$ cat src/rtl/kdw_ram_ctrl_if.sv
// Bundle between the depthwise weight-RAM sequencer and its clients: DMA load
// stream, PE fetch port and the single-port weight RAM.
interface kdw_ram_ctrl_if #(
  parameter int WG_W = 8,
  parameter int K_SZ = 9,
  parameter int N_CH = 32,
  localparam int KDW_N_ELEM = K_SZ * N_CH,
  localparam int AW = $clog2(KDW_N_ELEM),
  localparam int CW = $clog2(N_CH)
);
  logic            ld_start;
  logic [AW:0]     ld_nelem;
  logic            ld_valid;
  logic [WG_W-1:0] ld_data;
  logic            ld_ready;
  logic            ld_done;
  logic            rd_start;
  logic [CW-1:0]   rd_ch;
  logic            w_valid;
  logic [WG_W-1:0] w_data;
  logic [3:0]      w_idx;
  logic            rd_done;
  logic            busy;
  logic            err;
  logic [AW-1:0]   ram_addr;
  logic [WG_W-1:0] ram_data;
  logic            ram_write;
  logic [WG_W-1:0] ram_res;

  modport slave (
    input  ld_start, ld_nelem, ld_valid, ld_data, rd_start, rd_ch, ram_res,
    output ld_ready, ld_done, w_valid, w_data, w_idx, rd_done, busy, err,
           ram_addr, ram_data, ram_write
  );

  modport master (
    output ld_start, ld_nelem, ld_valid, ld_data, rd_start, rd_ch, ram_res,
    input  ld_ready, ld_done, w_valid, w_data, w_idx, rd_done, busy, err,
           ram_addr, ram_data, ram_write
  );
endinterface

$ cat src/rtl/kdw_ram_ctrl.sv
// Depthwise-kernel weight RAM sequencer: serialises DMA loads and per-channel
// K_SZ-weight kernel fetches onto one single-port synchronous RAM.
module kdw_ram_ctrl #(
  parameter int WG_W = 8,
  parameter int K_SZ = 9,
  parameter int N_CH = 32,
  localparam int KDW_N_ELEM = K_SZ * N_CH,
  localparam int AW = $clog2(KDW_N_ELEM),
  localparam int CW = $clog2(N_CH)
) (
  input logic           clk,
  input logic           rst_n,
  kdw_ram_ctrl_if.slave bus
);

  typedef enum logic [2:0] {IDLE, LOAD, LDFIN, READ, RDDRAIN} state_e;

  state_e          state_q, state_d;
  logic [AW:0]     nelem_q, nelem_d;
  logic [AW:0]     cnt_q, cnt_d;
  logic [AW-1:0]   base_q, base_d;
  logic [3:0]      i_q, i_d;
  logic [AW-1:0]   ram_addr_q, ram_addr_d;
  logic [WG_W-1:0] ram_data_q, ram_data_d;
  logic            ram_write_q, ram_write_d;
  logic            rd_vld_p1_q, rd_vld_p1_d;
  logic [3:0]      rd_idx_p1_q, rd_idx_p1_d;
  logic            w_valid_q, w_valid_d;
  logic [3:0]      w_idx_q, w_idx_d;
  logic            ld_done_q, ld_done_d;
  logic            rd_done_q, rd_done_d;
  logic            err_q, err_d;

  logic [CW-1:0]   rd_ch;
  logic            ch_ok;
  logic [AW-1:0]   rd_base;

  assign rd_ch   = bus.rd_ch;
  assign ch_ok   = 32'(rd_ch) < 32'(N_CH);
  assign rd_base = AW'(rd_ch) * AW'(K_SZ);

  always_comb begin
    state_d     = state_q;
    nelem_d     = nelem_q;
    cnt_d       = cnt_q;
    base_d      = base_q;
    i_d         = i_q;
    ram_addr_d  = ram_addr_q;
    ram_data_d  = ram_data_q;
    ram_write_d = 1'b0;
    rd_vld_p1_d = 1'b0;
    rd_idx_p1_d = '0;
    ld_done_d   = 1'b0;
    err_d       = 1'b0;
    // p1 -> output: the RAM answers one cycle after the address was issued
    w_valid_d   = rd_vld_p1_q;
    w_idx_d     = rd_vld_p1_q ? rd_idx_p1_q : '0;
    rd_done_d   = rd_vld_p1_q && (rd_idx_p1_q == 4'(K_SZ - 1));

    case (state_q)
      IDLE: begin
        if (bus.ld_start) begin
          if (bus.ld_nelem > (AW+1)'(KDW_N_ELEM)) begin
            err_d = 1'b1;
          end else if (bus.ld_nelem == '0) begin
            ld_done_d = 1'b1;
          end else begin
            nelem_d = bus.ld_nelem;
            cnt_d   = '0;
            state_d = LOAD;
          end
        end else if (bus.rd_start) begin
          if (!ch_ok) begin
            err_d = 1'b1;
          end else begin
            // first address goes out with the state change so word 0 is on the bus in cycle 1
            base_d      = rd_base;
            ram_addr_d  = rd_base;
            rd_vld_p1_d = 1'b1;
            rd_idx_p1_d = '0;
            i_d         = 4'd1;
            state_d     = READ;
          end
        end
      end
      LOAD: begin
        if (bus.ld_valid) begin
          ram_addr_d  = cnt_q[AW-1:0];
          ram_data_d  = bus.ld_data;
          ram_write_d = 1'b1;
          cnt_d       = cnt_q + (AW+1)'(1);
          if (cnt_q == nelem_q - (AW+1)'(1)) begin
            ld_done_d = 1'b1;
            state_d   = LDFIN;
          end
        end
      end
      LDFIN: begin
        state_d = IDLE;
      end
      READ: begin
        ram_addr_d  = base_q + AW'(i_q);
        rd_vld_p1_d = 1'b1;
        rd_idx_p1_d = i_q;
        i_d         = i_q + 4'd1;
        if (i_q == 4'(K_SZ - 1)) begin
          state_d = RDDRAIN;
        end
      end
      RDDRAIN: begin
        if (rd_done_q) begin
          state_d = IDLE;
        end
      end
      default: state_d = IDLE;
    endcase
  end

  always_ff @(posedge clk or negedge rst_n) begin
    if (!rst_n) begin
      state_q     <= IDLE;
      nelem_q     <= '0;
      cnt_q       <= '0;
      base_q      <= '0;
      i_q         <= '0;
      ram_addr_q  <= '0;
      ram_data_q  <= '0;
      ram_write_q <= 1'b0;
      rd_vld_p1_q <= 1'b0;
      rd_idx_p1_q <= '0;
      w_valid_q   <= 1'b0;
      w_idx_q     <= '0;
      ld_done_q   <= 1'b0;
      rd_done_q   <= 1'b0;
      err_q       <= 1'b0;
    end else begin
      state_q     <= state_d;
      nelem_q     <= nelem_d;
      cnt_q       <= cnt_d;
      base_q      <= base_d;
      i_q         <= i_d;
      ram_addr_q  <= ram_addr_d;
      ram_data_q  <= ram_data_d;
      ram_write_q <= ram_write_d;
      rd_vld_p1_q <= rd_vld_p1_d;
      rd_idx_p1_q <= rd_idx_p1_d;
      w_valid_q   <= w_valid_d;
      w_idx_q     <= w_idx_d;
      ld_done_q   <= ld_done_d;
      rd_done_q   <= rd_done_d;
      err_q       <= err_d;
    end
  end

  // ram_res is already the RAM's output register; gating keeps w_data at 0 off-beat and in reset
  assign bus.w_data    = w_valid_q ? bus.ram_res : '0;
  assign bus.ld_ready  = (state_q == LOAD);
  assign bus.busy      = (state_q != IDLE);
  assign bus.ld_done   = ld_done_q;
  assign bus.w_valid   = w_valid_q;
  assign bus.w_idx     = w_idx_q;
  assign bus.rd_done   = rd_done_q;
  assign bus.err       = err_q;
  assign bus.ram_addr  = ram_addr_q;
  assign bus.ram_data  = ram_data_q;
  assign bus.ram_write = ram_write_q;

endmodule

$ cat src/flat_wrapper.sv
// flat-port wrapper written by rule: the top's interface ports become plain ports
module kdw_ram_ctrl_flat 
#(
  parameter int WG_W = 8,
  parameter int K_SZ = 9,
  parameter int N_CH = 32,
  localparam int KDW_N_ELEM = K_SZ * N_CH,
  localparam int AW = $clog2(KDW_N_ELEM),
  localparam int CW = $clog2(N_CH)
)
  (clk, rst_n, bus_ld_start, bus_ld_nelem, bus_ld_valid, bus_ld_data, bus_rd_start, bus_rd_ch, bus_ram_res, bus_ld_ready, bus_ld_done, bus_w_valid, bus_w_data, bus_w_idx, bus_rd_done, bus_busy, bus_err, bus_ram_addr, bus_ram_data, bus_ram_write);
  kdw_ram_ctrl_if #(.WG_W(WG_W), .K_SZ(K_SZ), .N_CH(N_CH)) bus_i ();
  input logic clk;
  input logic rst_n;
  input wire logic [$bits(bus_i.ld_start)-1:0] bus_ld_start;
  input wire logic [$bits(bus_i.ld_nelem)-1:0] bus_ld_nelem;
  input wire logic [$bits(bus_i.ld_valid)-1:0] bus_ld_valid;
  input wire logic [$bits(bus_i.ld_data)-1:0] bus_ld_data;
  input wire logic [$bits(bus_i.rd_start)-1:0] bus_rd_start;
  input wire logic [$bits(bus_i.rd_ch)-1:0] bus_rd_ch;
  input wire logic [$bits(bus_i.ram_res)-1:0] bus_ram_res;
  output wire logic [$bits(bus_i.ld_ready)-1:0] bus_ld_ready;
  output wire logic [$bits(bus_i.ld_done)-1:0] bus_ld_done;
  output wire logic [$bits(bus_i.w_valid)-1:0] bus_w_valid;
  output wire logic [$bits(bus_i.w_data)-1:0] bus_w_data;
  output wire logic [$bits(bus_i.w_idx)-1:0] bus_w_idx;
  output wire logic [$bits(bus_i.rd_done)-1:0] bus_rd_done;
  output wire logic [$bits(bus_i.busy)-1:0] bus_busy;
  output wire logic [$bits(bus_i.err)-1:0] bus_err;
  output wire logic [$bits(bus_i.ram_addr)-1:0] bus_ram_addr;
  output wire logic [$bits(bus_i.ram_data)-1:0] bus_ram_data;
  output wire logic [$bits(bus_i.ram_write)-1:0] bus_ram_write;
  assign bus_i.ld_start = bus_ld_start;
  assign bus_i.ld_nelem = bus_ld_nelem;
  assign bus_i.ld_valid = bus_ld_valid;
  assign bus_i.ld_data = bus_ld_data;
  assign bus_i.rd_start = bus_rd_start;
  assign bus_i.rd_ch = bus_rd_ch;
  assign bus_i.ram_res = bus_ram_res;
  assign bus_ld_ready = bus_i.ld_ready;
  assign bus_ld_done = bus_i.ld_done;
  assign bus_w_valid = bus_i.w_valid;
  assign bus_w_data = bus_i.w_data;
  assign bus_w_idx = bus_i.w_idx;
  assign bus_rd_done = bus_i.rd_done;
  assign bus_busy = bus_i.busy;
  assign bus_err = bus_i.err;
  assign bus_ram_addr = bus_i.ram_addr;
  assign bus_ram_data = bus_i.ram_data;
  assign bus_ram_write = bus_i.ram_write;
  kdw_ram_ctrl #(.WG_W(WG_W), .K_SZ(K_SZ), .N_CH(N_CH)) u_core (.clk(clk), .rst_n(rst_n), .bus(bus_i));
endmodule
$ cat config.mk
export PLATFORM = sky130hd
export DESIGN_NAME = kdw_ram_ctrl_flat
export DESIGN_NICKNAME = d
export VERILOG_FILES = /design/src/rtl/kdw_ram_ctrl_if.sv /design/src/rtl/kdw_ram_ctrl.sv /design/src/flat_wrapper.sv
export SDC_FILE = /design/constraint.sdc
export NUM_CORES = 1
export LEC_CHECK = 0
export ABC_AREA = 0
export BUFFER_PORTS_ARGS = -buffer_cell sky130_fd_sc_hd__buf_2
export CORE_MARGIN = 3
export CORE_UTILIZATION = 55
export DETAILED_ROUTE_END_ITERATION = 7
export PLACE_DENSITY_LB_ADDON = 0.08
export RECOVER_POWER = 25
export SLEW_MARGIN = 20
export SYNTH_ARGS = -nofsm -noshare
export SYNTH_HDL_FRONTEND = slang
export SYNTH_SLANG_ARGS = --single-unit
$ cat constraint.sdc
create_clock -name clk -period 2.34 [get_ports clk]
set_input_delay 0.702 -clock clk [delete_from_list [all_inputs] [get_ports clk]]
set_output_delay 0.702 -clock clk [all_outputs]
set_load 0.02 [all_outputs]
# [Yosys cells after proc, flatten, opt, wreduce, memory -nomap -nowiden]
# Cells that the tools add are included.
[word_totals] reg_bits=67 input_bits=36 output_inout_bits=36 word_cells=94
[op_classes] n_addsub=4 order_cmp=1 reduce_logical=14 bitwise_logic=3 multipliers=1 n_eq_ne=18 mux=38
[ops] operator="10-bit two-way mux" n=4
[ops] operator="9-bit two-way mux" n=3
[ops] operator="9-bit one-hot mux with 3 select lines" n=1
[ops] operator="3-bit two-way mux" n=8
[ops] operator="10-bit one-hot mux with 2 select lines" n=1
[ops] operator="4-bit two-way mux" n=4
[ops] operator="1-bit two-way mux" n=12
[ops] operator="2-bit != test (second input constant)" n=6
[ops] operator="3-bit one-hot mux with 4 select lines" n=1
[ops] operator="10-bit by 1-bit adder with 10-bit output (second input constant)" n=1
[ops] operator="10-bit equality test" n=1
[ops] operator="10-bit by 9-bit greater-than comparator with 1-bit output (second input constant)" n=1
[ops] operator="10-bit logical NOT" n=1
[ops] operator="10-bit by 1-bit subtractor with 10-bit output (second input constant)" n=1
[ops] operator="9-bit by 4-bit adder with 9-bit output" n=1
[ops] operator="5-bit by 4-bit multiplier with 9-bit output (second input constant)" n=1
[ops] operator="3-bit != test (second input constant)" n=3
[ops] operator="4-bit equality test (second input constant)" n=2
[ops] operator="8-bit two-way mux" n=1
[ops] operator="4-bit one-hot mux with 2 select lines" n=1
[ops] operator="4-bit AND reduction" n=2
[ops] operator="7-bit AND reduction" n=1
[ops] operator="2-bit by 1-bit != test with 1-bit output (second input constant)" n=3
[ops] operator="3-bit AND reduction" n=2
[ops] operator="other kinds (12)" n=17

# [Longest topological paths before layout]
# Gate-level depths: netlist of the first run.
[logic_depth] depth_word=5 depth_mapped=8

# [Worst setup path before layout of the first run]
# Ideal clock, no wire load.
[synth_timing] path_kind="input to register" startpoint="input port bus_ld_nelem[1]" endpoint="register u_core.nelem_q[5]" t_required_ns=2.215 slack_ns=0.120 setup_time_ns=0.125 t_arrival_ns=2.095 path_stages=7 path_cell_list="nor4_1 nand2_1 or3_1 and3b_1 buf_2 buf_6 mux2_4"
[synth_between] elab_chain_cells=3 word_cells_on_any_way=5
[synth_lines] item="start, declared" line="flat_wrapper.sv:16" rtl="input wire logic [$bits(bus_i.ld_nelem)-1:0] bus_ld_nelem;"
[synth_lines] item="10-bit by 9-bit greater-than comparator with 1-bit output or 10-bit logical NOT (tied branches)" line="kdw_ram_ctrl.sv:63, kdw_ram_ctrl.sv:65"
[synth_lines] item="1-bit inverter (no line)"
[synth_lines] item="4-bit AND reduction (no line) (*)"
[synth_lines] item="end signal, assigned" line="kdw_ram_ctrl.sv:138" rtl="nelem_q <= nelem_d;"
[synth_lines] item="end, declared" line="kdw_ram_ctrl.sv:19" rtl="logic [AW:0] nelem_q, nelem_d;"
# Mark *: on every way between the ends. The rest lies on a longest branch, timed or not.
# A chain may end at the register's enable or synchronous reset.

# [Final worst setup path of the first run]
[layout_timing] startpoint="register u_core.i_q[0]" endpoint="register u_core.ram_addr_q[6] (netlist: u_core.bus.ram_addr[6])"
[layout_between] elab_chain_cells=2
[layout_lines] item="start, declared" line="kdw_ram_ctrl.sv:22" rtl="logic [3:0] i_q, i_d;"
[layout_lines] item="start signal, assigned" line="kdw_ram_ctrl.sv:141" rtl="i_q <= i_d;"
[layout_lines] item="9-bit by 4-bit adder with 9-bit output" line="kdw_ram_ctrl.sv:102" rtl="ram_addr_d = base_q + AW'(i_q);"
[layout_lines] item="9-bit one-hot mux with 3 select lines" line="kdw_ram_ctrl.sv:60" rtl="case (state_q)"
[layout_lines] item="end signal, assigned" line="kdw_ram_ctrl.sv:142" rtl="ram_addr_q <= ram_addr_d;"
[layout_lines] item="end, declared" line="kdw_ram_ctrl.sv:23" rtl="logic [AW-1:0] ram_addr_q, ram_addr_d;"
# No other way between the ends.

==> impl_results.md, run 1 <==
* CTS sink cnt at 67
* Drt total wl at 8105 um
* Yosys warning count at 0
* Arr. time, crit path at 2.48 ns
* Average routed wire per standard cell at 15.12 um
* Layout cells sized above 1 at 0.2495
* WL met2 at 3931 um
* Synthesized Nets at 423
* Max Fclk at 456.8 MHz
* CP peak stage delay at 0.40 ns
* WP data required at 2.63 ns
* Vias in the first global route at 2886
* # rows at 28
* Highest metal used: met4
* Post-Syn Area at 3538 um2
* Hold Crit Endpoint: u_core.bus.w_valid
* Crit path max-delay cell type: fa_1
* CTS tree: yes
* Relative slew slack at 0.07875
* Hold_sp: u_core.rd_vld_p1_q
* Async SR Flop Fraction at 1.000
* Antenna violations before repair at 0
* Crit path time final at 2.189 ns
* Largest delay share family, worst path: compound AO/OA/AOI/OAI gates
* Met3 WL at 593 um
* Pre-antenna DRT Iters at 6
* Yosys top cell by area: dfrtp_1
* Syn Inst Count at 373
* Cell count of the worst hold path at 0
* Hold WS at 0.4220 ns
* Mean Syn Cell Area at 9.486 um2
* IO buf count at 71
* Reg2reg end: u_core.bus.ram_addr[6]
* Final Net Count at 506
* Setup tns final at 0 ns
* Final core utilization at 0.7058
* Seq/Total Area, Yosys at 0.4738
* Core area at 6061 um2
* Largest net degree at the start of global routing at 27
* Die area at 7432 um2
* Worst Tran Pin Value at 1.382 ns
* Crit path kind: flop to flop
* Total track usage at 0.2388
* Gpl congestion at 0.8328
* Critical path launch point type: flop
* Top_reg_cell synth: dfrtp_1
* Vias per inst at 5.543
* Overflow after GRT at 0
* First-pass GRT wire length at 13770 um
* Area contributors post-synth: dfrtp_1, nand2_1, ha_1, xor2_1, o21ai_0
* Max cap viols at 0
* DRC violations left at 0
* Leakage at 0.002121 uW
* Clock-pin transition on the worst setup and hold timing paths at 0.07 ns
* Boundary Pins at 72
* Final-layout fill cell count at 504
* Max-slew violation count at 0
* Critical Path Sink Type: flop
* CTS Buf Count at 9
* Number of synthesized flops with an enable pin at 0
* Wl on met1 at 3491 um
* Cts-stage hold buffer count at 0
* WP buf/inv at 1
* Critical path fanouts, max at 4
* Initial drt markers at 122
* Most common cell in the synthesized netlist: nand2_1
* Placed wire-length estimate at 6052 um
* Worst vdd rail ir drop at 0.7701 mV
* Cells on worst reg2reg path at 8
* Worst path cell trace: ha_1, fa_1, a21o_1, a21oi_1, buf_4, o21ai_0, a311oi_1, o22a_1
* Hold crit path type: flop to flop
* Starting Density at 0.5838
* Final setup viols at 0
* Final ANT Viol Nets at 0
* Die width at 86.21 um
* Synth cell types at 53
* Top-area cell type share of the netlist area at 0.4738
* Hold violation count in the final report at 0
* Clock Tree Buf Depth at 2
* CTS root buffer: clkbuf_8
* Synth top cells by count: nand2_1, dfrtp_1, o21ai_0, nor2_1
* Pwr dens at 1288 nW/um2
* Syn-to-layout area delta at 20.90%
* #FFs+latches synth at 67
* Worst-skew pair later-pin latency at 0.35 ns
* Ant. Diodes at 0
* DIE HEIGHT at 86.21 um
* Final period utilization at 0.9356
* Layout Skew at 0.007741 ns
* FF-to-FF setup slack at 0.15 ns
* Outcome: finished clean
* Via count at 2971
* CTS H-tree depth at 3
* Worst r2r src: u_core.i_q[0]
* RSZ-0062 raised after global routing: no
-- cells by family (layout without fill, tap and decap cells) --
kind of cell	Yosys count	in the layout	synth area share
muxes	12	12	0.04031
and+or+nand+nor	163	163	0.2228
AOI/OAI and AO/OA	66	66	0.1181
buffers and inverters	27	115	0.03182
xor gates and xnor gates	24	24	0.05941
DFF	67	67	0.4738
adders and majority gates	14	14	0.05375
-- how the worst max path moves through the flow --
stage / start / to / slack (ns) / cells after the start
after floorplan: bus_ld_nelem[1] / u_core.nelem_q[5] / 0.12 / 7
after global placement: bus_ld_nelem[1] / u_core.nelem_q[4] / -0.16 / 6
after detailed placement: bus_ld_nelem[1] / u_core.nelem_q[3] / -0.27 / 6
after CTS: u_core.i_q[0] / u_core.bus.ram_addr[8] / 0.11 / 9
after global routing: u_core.i_q[0] / u_core.bus.ram_addr[6] / 0.05 / 8
final: u_core.i_q[0] / u_core.bus.ram_addr[6] / 0.15 / 8
-- report_power, final --
group          internal [uW]  switching (uW)
clock network            575             437
registers               1570             428
logic                   1050            1450
-- routing by layer --
layer,track usage,vias to the layer above
li1,-,1453
met1,0.3131,1389
met2,0.3889,114
met3,0.07034,15
met4,0.06657,0
met5,0,-
-- placed cells by master (no fill, tap or decap), types with 3 or more instances in the layout --
cell      count
a31oi_1       3
or3_1         9
ha_1         12
nand3_1       4
mux2_2        6
nor2b_1       6
mux2i_1       3
buf_2        70
a21oi_1      14
o211ai_1      5
nand2b_1      5
nor2_1       22
xor2_1       14
xnor2_1      10
inv_1        12
dfrtp_1      67
nor4_1        3
mux2_4        3
and2_1       12
nand4_1       5
nand3b_1      4
o31ai_1       3
nand2_1      74
clkbuf_8     12
buf_4        12
o21ai_0      23
nor3_1        6
and3_1        4
-- worst register-to-register path, stage by stage, from the launching register on --
cell	delay [ns]
dfrtp_1	0.39
ha_1	0.23
fa_1	0.40
a21o_1	0.17
a21oi_1	0.16
buf_4	0.16
o21ai_0	0.09
a311oi_1	0.34
o22a_1	0.19
-- through the flow --
step	cells	cell area, um2	worst slack, ns	power (uW)
after floorplan	373	3538	0.1196	3716
after global placement	520	4074	-0.1619	4430
after detailed placement	520	4074	-0.2711	4502
after CTS	536	4287	0.1052	5535
after global routing	536	4278	0.04589	5950
final	536	4278	0.1508	5511
-- cell type report --
class                      instances  area [um2]  share of cell area
clock buffer                      12       165.2             0.03861
sequential                        67        1677              0.3919
timing repair buffer              86       489.2              0.1144
clock inverter                     4       47.55             0.01111
tap                               75       93.84             0.02194
inverter                          13       48.80             0.01141
multi-input combinational        279        1757              0.4106
-- sequential cells by signal (all words and copies together) (netlist names) --
name	cells
u_core.bus.err	1
u_core.state_q	3
u_core.bus.w_idx	4
u_core.bus.ram_write	1
u_core.i_q	4
u_core.rd_idx_p1_q	4
u_core.rd_vld_p1_q	1
u_core.bus.ram_addr	9
u_core.base_q	9
u_core.bus.w_valid	1
u_core.cnt_q	10
u_core.bus.rd_done	1
u_core.nelem_q	10
u_core.bus.ram_data	8
u_core.bus.ld_done	1
-- timing repair --
action,in CTS,in global routing
setup endpoints to repair,0,4
resized for setup,0,2
buffers inserted,0,0
Power figures use the tool's default switching activity.
==> inputs of run 2 (changes only) <==
--- a/config.mk
+++ b/config.mk
@@ -7,8 +7,8 @@
 export LEC_CHECK = 0
 export ABC_AREA = 0
 export BUFFER_PORTS_ARGS = -buffer_cell sky130_fd_sc_hd__buf_2
-export CORE_MARGIN = 3
-export CORE_UTILIZATION = 55
+export CORE_MARGIN = 2
+export CORE_UTILIZATION = 45
 export DETAILED_ROUTE_END_ITERATION = 7
 export PLACE_DENSITY_LB_ADDON = 0.08
 export RECOVER_POWER = 25
==> impl_results.md, run 2 (synthesis results as in run 1) <==
* Layout cells sized above 1 at 0.2581 (was 0.2495)
* Sw Share at 0.4366 (was 0.4199)
* Initial drt markers at 103 (was 122)
* Largest delay share family, worst path: compound AO/OA/AOI/OAI gates (unchanged)
* Final Net Count at 510 (was 506)
* Comb power frac at 0.465 (was 0.453)
* Total track usage at 0.2097 (was 0.2388)
* Average routed wire per standard cell at 14.50 um (was 15.12 um)
* CTS tree: yes (unchanged)
* First-pass GRT wire length at 14030 um (was 13770 um)
* Antenna violations before repair at 0 (unchanged)
* Sequential group share of total power at 0.367 (was 0.363)
* Pre-antenna DRT Iters at 4 (was 6)
* Final worst slack at 0.1717 ns (was 0.1508 ns)
* # rows at 32 (was 28)
* Largest net degree at the start of global routing at 28 (was 27)
* Ant. Diodes at 0 (unchanged)
* Max Fclk at 461.2 MHz (was 456.8 MHz)
* Max-slew violation count at 0 (unchanged)
* Commonest non-fill, non-tap cell in the layout: nand2_1 (unchanged)
* DIE HEIGHT at 92.68 um (was 86.21 um)
* Clock Tree Buf Depth at 2 (unchanged)
* Arr. time, crit path at 2.46 ns (was 2.48 ns)
* WP buf/inv at 1 (unchanged)
* Via count at 2926 (was 2971)
* Switching pwr at 2374 uW (was 2314 uW)
* Worst vdd rail ir drop at 0.6147 mV (was 0.7701 mV)
* Setup Fix Bufs, Post-CTS at 0 (unchanged)
* Clock group share of total power at 0.168 (was 0.184)
* Finished Layout Cells at 567 (was 536)
* Vias in the first global route at 2944 (was 2886)
* Layout Skew at 0.007662 ns (was 0.007741 ns)
* CTS sink cnt at 67 (unchanged)
* Critical Path Sink Type: flop (unchanged)
* Hold_sp: u_core.rd_idx_p1_q[1] (was u_core.rd_vld_p1_q)
* Relative slew slack at 0.1525 (was 0.07875)
* Vias per inst at 5.160 (was 5.543)
* CTS root buffer: clkbuf_8 (unchanged)
* Most frequent cells in the layout: nand2_1, buf_2, dfrtp_1, o21ai_0, nor2_1 (unchanged)
* CTS H-tree depth at 3 (unchanged)
* WP data required at 2.63 ns (about the same)
* RSZ-0062 raised after global routing: no (unchanged)
* Worst r2r src: u_core.i_q[0] (unchanged)
* Final ANT Viol Nets at 0 (unchanged)
* IO buf count at 71 (unchanged)
* CTS Buf Count at 9 (unchanged)
* CP Launch Point: u_core.i_q[0] (unchanged)
* Post-Place Cells at 551 (was 520)
* Starting Density at 0.4603 (was 0.5838)
* Hold violation count in the final report at 0 (unchanged)
* Crit path max-delay cell type: fa_1 (unchanged)
* Hold crit path type: flop to flop (unchanged)
* Final setup viols at 0 (unchanged)
* Biggest regs: u_core.cnt_q x10, u_core.nelem_q x10 (unchanged)
* Crit path kind: flop to flop (unchanged)
* Overflow after GRT at 0 (unchanged)
* Leakage at 0.002118 uW (was 0.002121 uW)
* Syn-to-layout area delta at 21.64% (was 20.90%)
* Pwr Total at 5439 uW (was 5511 uW)
* Gpl congestion at 0.8610 (was 0.8328)
* Worst-skew pair later-pin latency at 0.35 ns (about the same)
* Critical path launch point type: flop (unchanged)
* Die area at 8589 um2 (was 7432 um2)
* Pint at 3064 uW (was 3197 uW)
* Drt total wl at 8220 um (was 8105 um)
* Setup tns final at 0 ns (unchanged)
* Die width at 92.68 um (was 86.21 um)
* Final period utilization at 0.9266 (was 0.9356)
* Critical path fanouts, max at 3 (was 4)
* Worst path cell trace: ha_1, fa_1, a21o_1, a21oi_2, buf_4, o21ai_0, a311oi_2, o22a_1 (was ha_1, fa_1, a21o_1, a21oi_1, buf_4, o21ai_0, a311oi_1, o22a_1)
* Crit path time final at 2.168 ns (was 2.189 ns)
* Place WS at -0.2203 ns (was -0.2711 ns)
* Worst Tran Pin Value at 1.271 ns (was 1.382 ns)
* DRC violations left at 0 (unchanged)
* Max cap viols at 0 (unchanged)
* Core area at 7687 um2 (was 6061 um2)
* Placed wire-length estimate at 6145 um (was 6052 um)
* Clock-pin transition on the worst setup and hold timing paths at 0.08 ns (was 0.07 ns)
* CP peak stage delay at 0.41 ns (was 0.40 ns)
* Pwr dens at 1264 nW/um2 (was 1288 nW/um2)
* Outcome: finished clean (unchanged)
* Boundary Pins at 72 (unchanged)
-- run 2: stage by stage --
step                      utilization  hold slack, ns  instance area (um2)
after global routing           0.5599          0.4625                 4304
after floorplan                     -          0.3838                 3538
after detailed placement       0.5366          0.4176                 4125
after CTS                      0.5605          0.3506                 4309
final                          0.5599          0.4368                 4304
after global placement         0.5366          0.4258                 4125
-- run 2: metal layers --
metal | up-vias | GRT usage | wire length [um]
li1 | 1470 | - | -
met5 | - | 0 | 0
met3 | 12 | 0.03580 | 338
met1 | 1381 | 0.2690 | 3723
met2 | 63 | 0.3601 | 4033
met4 | 0 | 0.07230 | 124
-- run 2: final timing paths --
kind	depth (start not counted)	endpoint	slack, ns
max	8	u_core.bus.ram_addr[6]	0.17
min	1	u_core.bus.rd_done	0.44
max reg2reg	8	u_core.bus.ram_addr[6]	0.17
min reg2reg	1	u_core.bus.rd_done	0.44
max in group asynchronous	2	u_core.base_q[5]	0.55
min in group asynchronous	1	u_core.i_q[0]	0.61
-- run 2: what timing repair did --
item                       4_1_cts  5_1_grt
setup endpoints to repair        0        6
resized for setup                0        3
hold buffers                     0        0
-- run 2: layout make-up --
cell class | count | area [um2]
Timing Repair Buffer | 90 | 506.7
Multi-Input combinational cell | 279 | 1760
Fill cell | 743 | 3383
Sequential cell | 67 | 1677
Tap cell | 102 | 127.6
Clock buffer | 10 | 137.6
Inverter | 13 | 48.80
Clock inverter | 6 | 46.29
-- run 2: power by group through the flow --
stage | Sequential (uW) | Clock (uW) | Combinational [uW]
CTS | 2000 | 933 | 2540
finish | 2000 | 912 | 2530
global route | 2070 | 980 | 2860
floorplan | 2090 | 0 | 1620
detailed placement | 2020 | 0 | 2530
global placement | 2000 | 0 | 2500
==> inputs of run 3 (changes only) <==
--- a/config.mk
+++ b/config.mk
@@ -10,6 +10,7 @@
 export CORE_MARGIN = 2
 export CORE_UTILIZATION = 45
 export DETAILED_ROUTE_END_ITERATION = 7
+export GPL_TIMING_DRIVEN = 0
 export PLACE_DENSITY_LB_ADDON = 0.08
 export RECOVER_POWER = 25
 export SLEW_MARGIN = 20
==> constraint.sdc (replaced) <==
create_clock -name clk -period 2.34 [get_ports clk]
set_input_delay 0.585 -clock clk [delete_from_list [all_inputs] [get_ports clk]]
set_output_delay 0.585 -clock clk [all_outputs]
set_load 0.02 [all_outputs]
==> impl_results.md, run 3 (synthesis results as in run 1) <==
* Largest delay share family, worst path: compound AO/OA/AOI/OAI gates (unchanged)
* WP buf/inv at 0 (was 1)
* Die area at 8589 um2 (unchanged)
* CTS H-tree depth at 3 (unchanged)
* CTS root buffer: clkbuf_8 (unchanged)
* Crit path kind: flop to flop (unchanged)
* Most frequent cells in the layout: buf_2, nand2_1, dfrtp_1, o21ai_0, nor2_1 (was nand2_1, buf_2, dfrtp_1, o21ai_0, nor2_1)
* Hold crit path type: input port to asynchronous set/reset pin (was flop to flop)
* Total track usage at 0.2087 (was 0.2097)
* CTS tree: yes (unchanged)
* Placed wire-length estimate at 5946 um (was 6145 um)
* Syn-to-layout area delta at 21.15% (was 21.64%)
* Boundary Pins at 72 (unchanged)
* First-pass GRT wire length at 13910 um (was 14030 um)
* WP data required at 2.58 ns (was 2.63 ns)
* Outcome: finished clean (unchanged)
* Average routed wire per standard cell at 14.46 um (was 14.50 um)
* Vias in the first global route at 2922 (was 2944)
* Worst Tran Pin Value at 1.170 ns (was 1.271 ns)
* Max-slew violation count at 0 (unchanged)
* Core area at 7687 um2 (unchanged)
* Clock group share of total power at 0.207 (was 0.168)
* Sequential group share of total power at 0.346 (was 0.367)
* Layout cells sized above 1 at 0.2304 (was 0.2581)
* CP peak stage delay at 0.43 ns (was 0.41 ns)
* CTS sink cnt at 67 (unchanged)
* Pint at 3301 uW (was 3064 uW)
* Pre-antenna DRT Iters at 4 (unchanged)
* Post-Place Cells at 547 (was 551)
* Critical Path Sink Type: flop (unchanged)
* Final Net Count at 506 (was 510)
* Final setup viols at 0 (unchanged)
* Crit path max-delay cell type: dfrtp_1 (was fa_1)
* Final-layout fill cell count at 725 (was 743)
* Drt total wl at 8126 um (was 8220 um)
* Critical path fanouts, max at 4 (was 3)
* Gpl congestion at 0.8418 (was 0.8610)
* Critical path launch point type: flop (unchanged)
* RSZ-0062 raised after global routing: no (unchanged)
* Hold WS at 0.2633 ns (was 0.4368 ns)
* Relative slew slack at 0.2197 (was 0.1525)
* Biggest regs: u_core.cnt_q x10, u_core.nelem_q x10 (unchanged)
* Leakage at 0.002094 uW (was 0.002118 uW)
* Layout Skew at 0.007119 ns (was 0.007662 ns)
* Critical path depth at 8 (unchanged)
* Setup Fix Bufs, Post-CTS at 0 (unchanged)
* DIE HEIGHT at 92.68 um (unchanged)
* Sw Share at 0.4170 (was 0.4366)
* Worst-skew pair later-pin latency at 0.35 ns (about the same)
* Crit path time final at 2.153 ns (was 2.168 ns)
* Clock Tree Buf Depth at 2 (unchanged)
* Worst r2r src: u_core.i_q[0] (unchanged)
* CTS Buf Count at 9 (unchanged)
* Final worst slack at 0.1869 ns (was 0.1717 ns)
* Worst path cell trace: ha_1, fa_1, a21o_1, a21oi_4, nor2_1, xor2_1, a221oi_1, a21oi_1 (was ha_1, fa_1, a21o_1, a21oi_2, buf_4, o21ai_0, a311oi_2, o22a_1)
* Ant. Diodes at 0 (unchanged)
* Die width at 92.68 um (unchanged)
* Reg2reg end: u_core.bus.ram_addr[8] (was u_core.bus.ram_addr[6])
* Cells on worst reg2reg path at 8 (unchanged)
* Overflow after GRT at 0 (unchanged)
* Pwr dens at 1321 nW/um2 (was 1264 nW/um2)
* Hold violation count in the final report at 0 (unchanged)
* Vias per inst at 5.201 (was 5.160)
* IO buf count at 71 (unchanged)
* Clock-pin transition on the worst setup and hold timing paths at 0.08 ns (about the same)
* Largest net degree at the start of global routing at 55 (was 28)
* Finished Layout Cells at 562 (was 567)
* # rows at 32 (unchanged)
* Comb power frac at 0.447 (was 0.465)
* Worst vdd rail ir drop at 0.6373 mV (was 0.6147 mV)
* Switching pwr at 2361 uW (was 2374 uW)
* DRC violations left at 0 (unchanged)
* Via count at 2923 (was 2926)
* Initial drt markers at 110 (was 103)
* Setup tns final at 0 ns (unchanged)
* Final core utilization at 0.5576 (was 0.5599)
* FF-to-FF setup slack at 0.19 ns (was 0.17 ns)
* Arr. time, crit path at 2.39 ns (was 2.46 ns)
* Max Fclk at 464.5 MHz (was 461.2 MHz)
* Place WS at -0.2299 ns (was -0.2203 ns)
* Antenna violations before repair at 0 (unchanged)
* Starting Density at 0.4603 (unchanged)
* Max cap viols at 0 (unchanged)
* Final ANT Viol Nets at 0 (unchanged)
* Final period utilization at 0.9201 (was 0.9266)
[run 3: cell types whose count changed in the layout (fill, tap and decap cells not counted), moves of 2 or more]
cell       change
and2_0         -3
and2_1         +3
buf_2          +4
buf_4         -17
bufinv_16      +3
clkbuf_1       +8
clkinv_4       +2
inv_6          -3
[run 3: final cells by class]
cell class,count,area [um2],area share
Timing Repair Buffer,72,359.1,0.08377
Tap cell,102,127.6,0.02977
Buffer,14,65.06,0.01518
Clock buffer,9,123.9,0.02890
Inverter,13,48.80,0.01138
Clock inverter,6,115.1,0.02685
Multi-Input combinational cell,279,1770,0.4130
Sequential cell,67,1677,0.3911
[run 3: worst max path at each step]
stage	start	to	slack [ns]
floorplan	bus_ld_nelem[1]	u_core.nelem_q[5]	0.24
global placement	bus_ld_nelem[1]	u_core.nelem_q[1]	-0.23
detailed placement	bus_ld_nelem[1]	u_core.nelem_q[1]	-0.23
CTS	u_core.state_q[0]	u_core.bus.ram_addr[6]	0.02
global route	u_core.i_q[0]	u_core.bus.ram_addr[8]	0.01
finish	u_core.i_q[0]	u_core.bus.ram_addr[8]	0.19
[run 3: repair_timing]
action                                  in CTS  in global routing
endpoints found under the setup margin       0                 16
gates resized for setup                      0                  6
hold buffers                                 0                  0
[run 3: power by group through the flow]
stage	Clock [uW]	Combinational, uW	Sequential [uW]
global route	1240	2860	2030
floorplan	0	1620	2090
detailed placement	0	2500	1980
global placement	0	2470	1970
CTS	1200	2520	1960
finish	1170	2530	1960
[run 3: layer usage]
| metal | vias to the layer above | GRT usage | share of wire |
|---|---|---|---|
| met5 | - | 0 | 0 |
| met4 | 0 | 0.09191 | 0.017 |
| met3 | 10 | 0.03580 | 0.051 |
| met2 | 74 | 0.3455 | 0.48 |
| met1 | 1383 | 0.2701 | 0.45 |
| li1 | 1456 | - | - |
[run 3: stage by stage]
| step | total power (uW) | area [um2] |
|---|---|---|
| after floorplan | 3716 | 3538 |
| after global placement | 4438 | 4021 |
| after detailed placement | 4480 | 4051 |
| after CTS | 5673 | 4290 |
| after global routing | 6130 | 4287 |
| final | 5663 | 4287 |
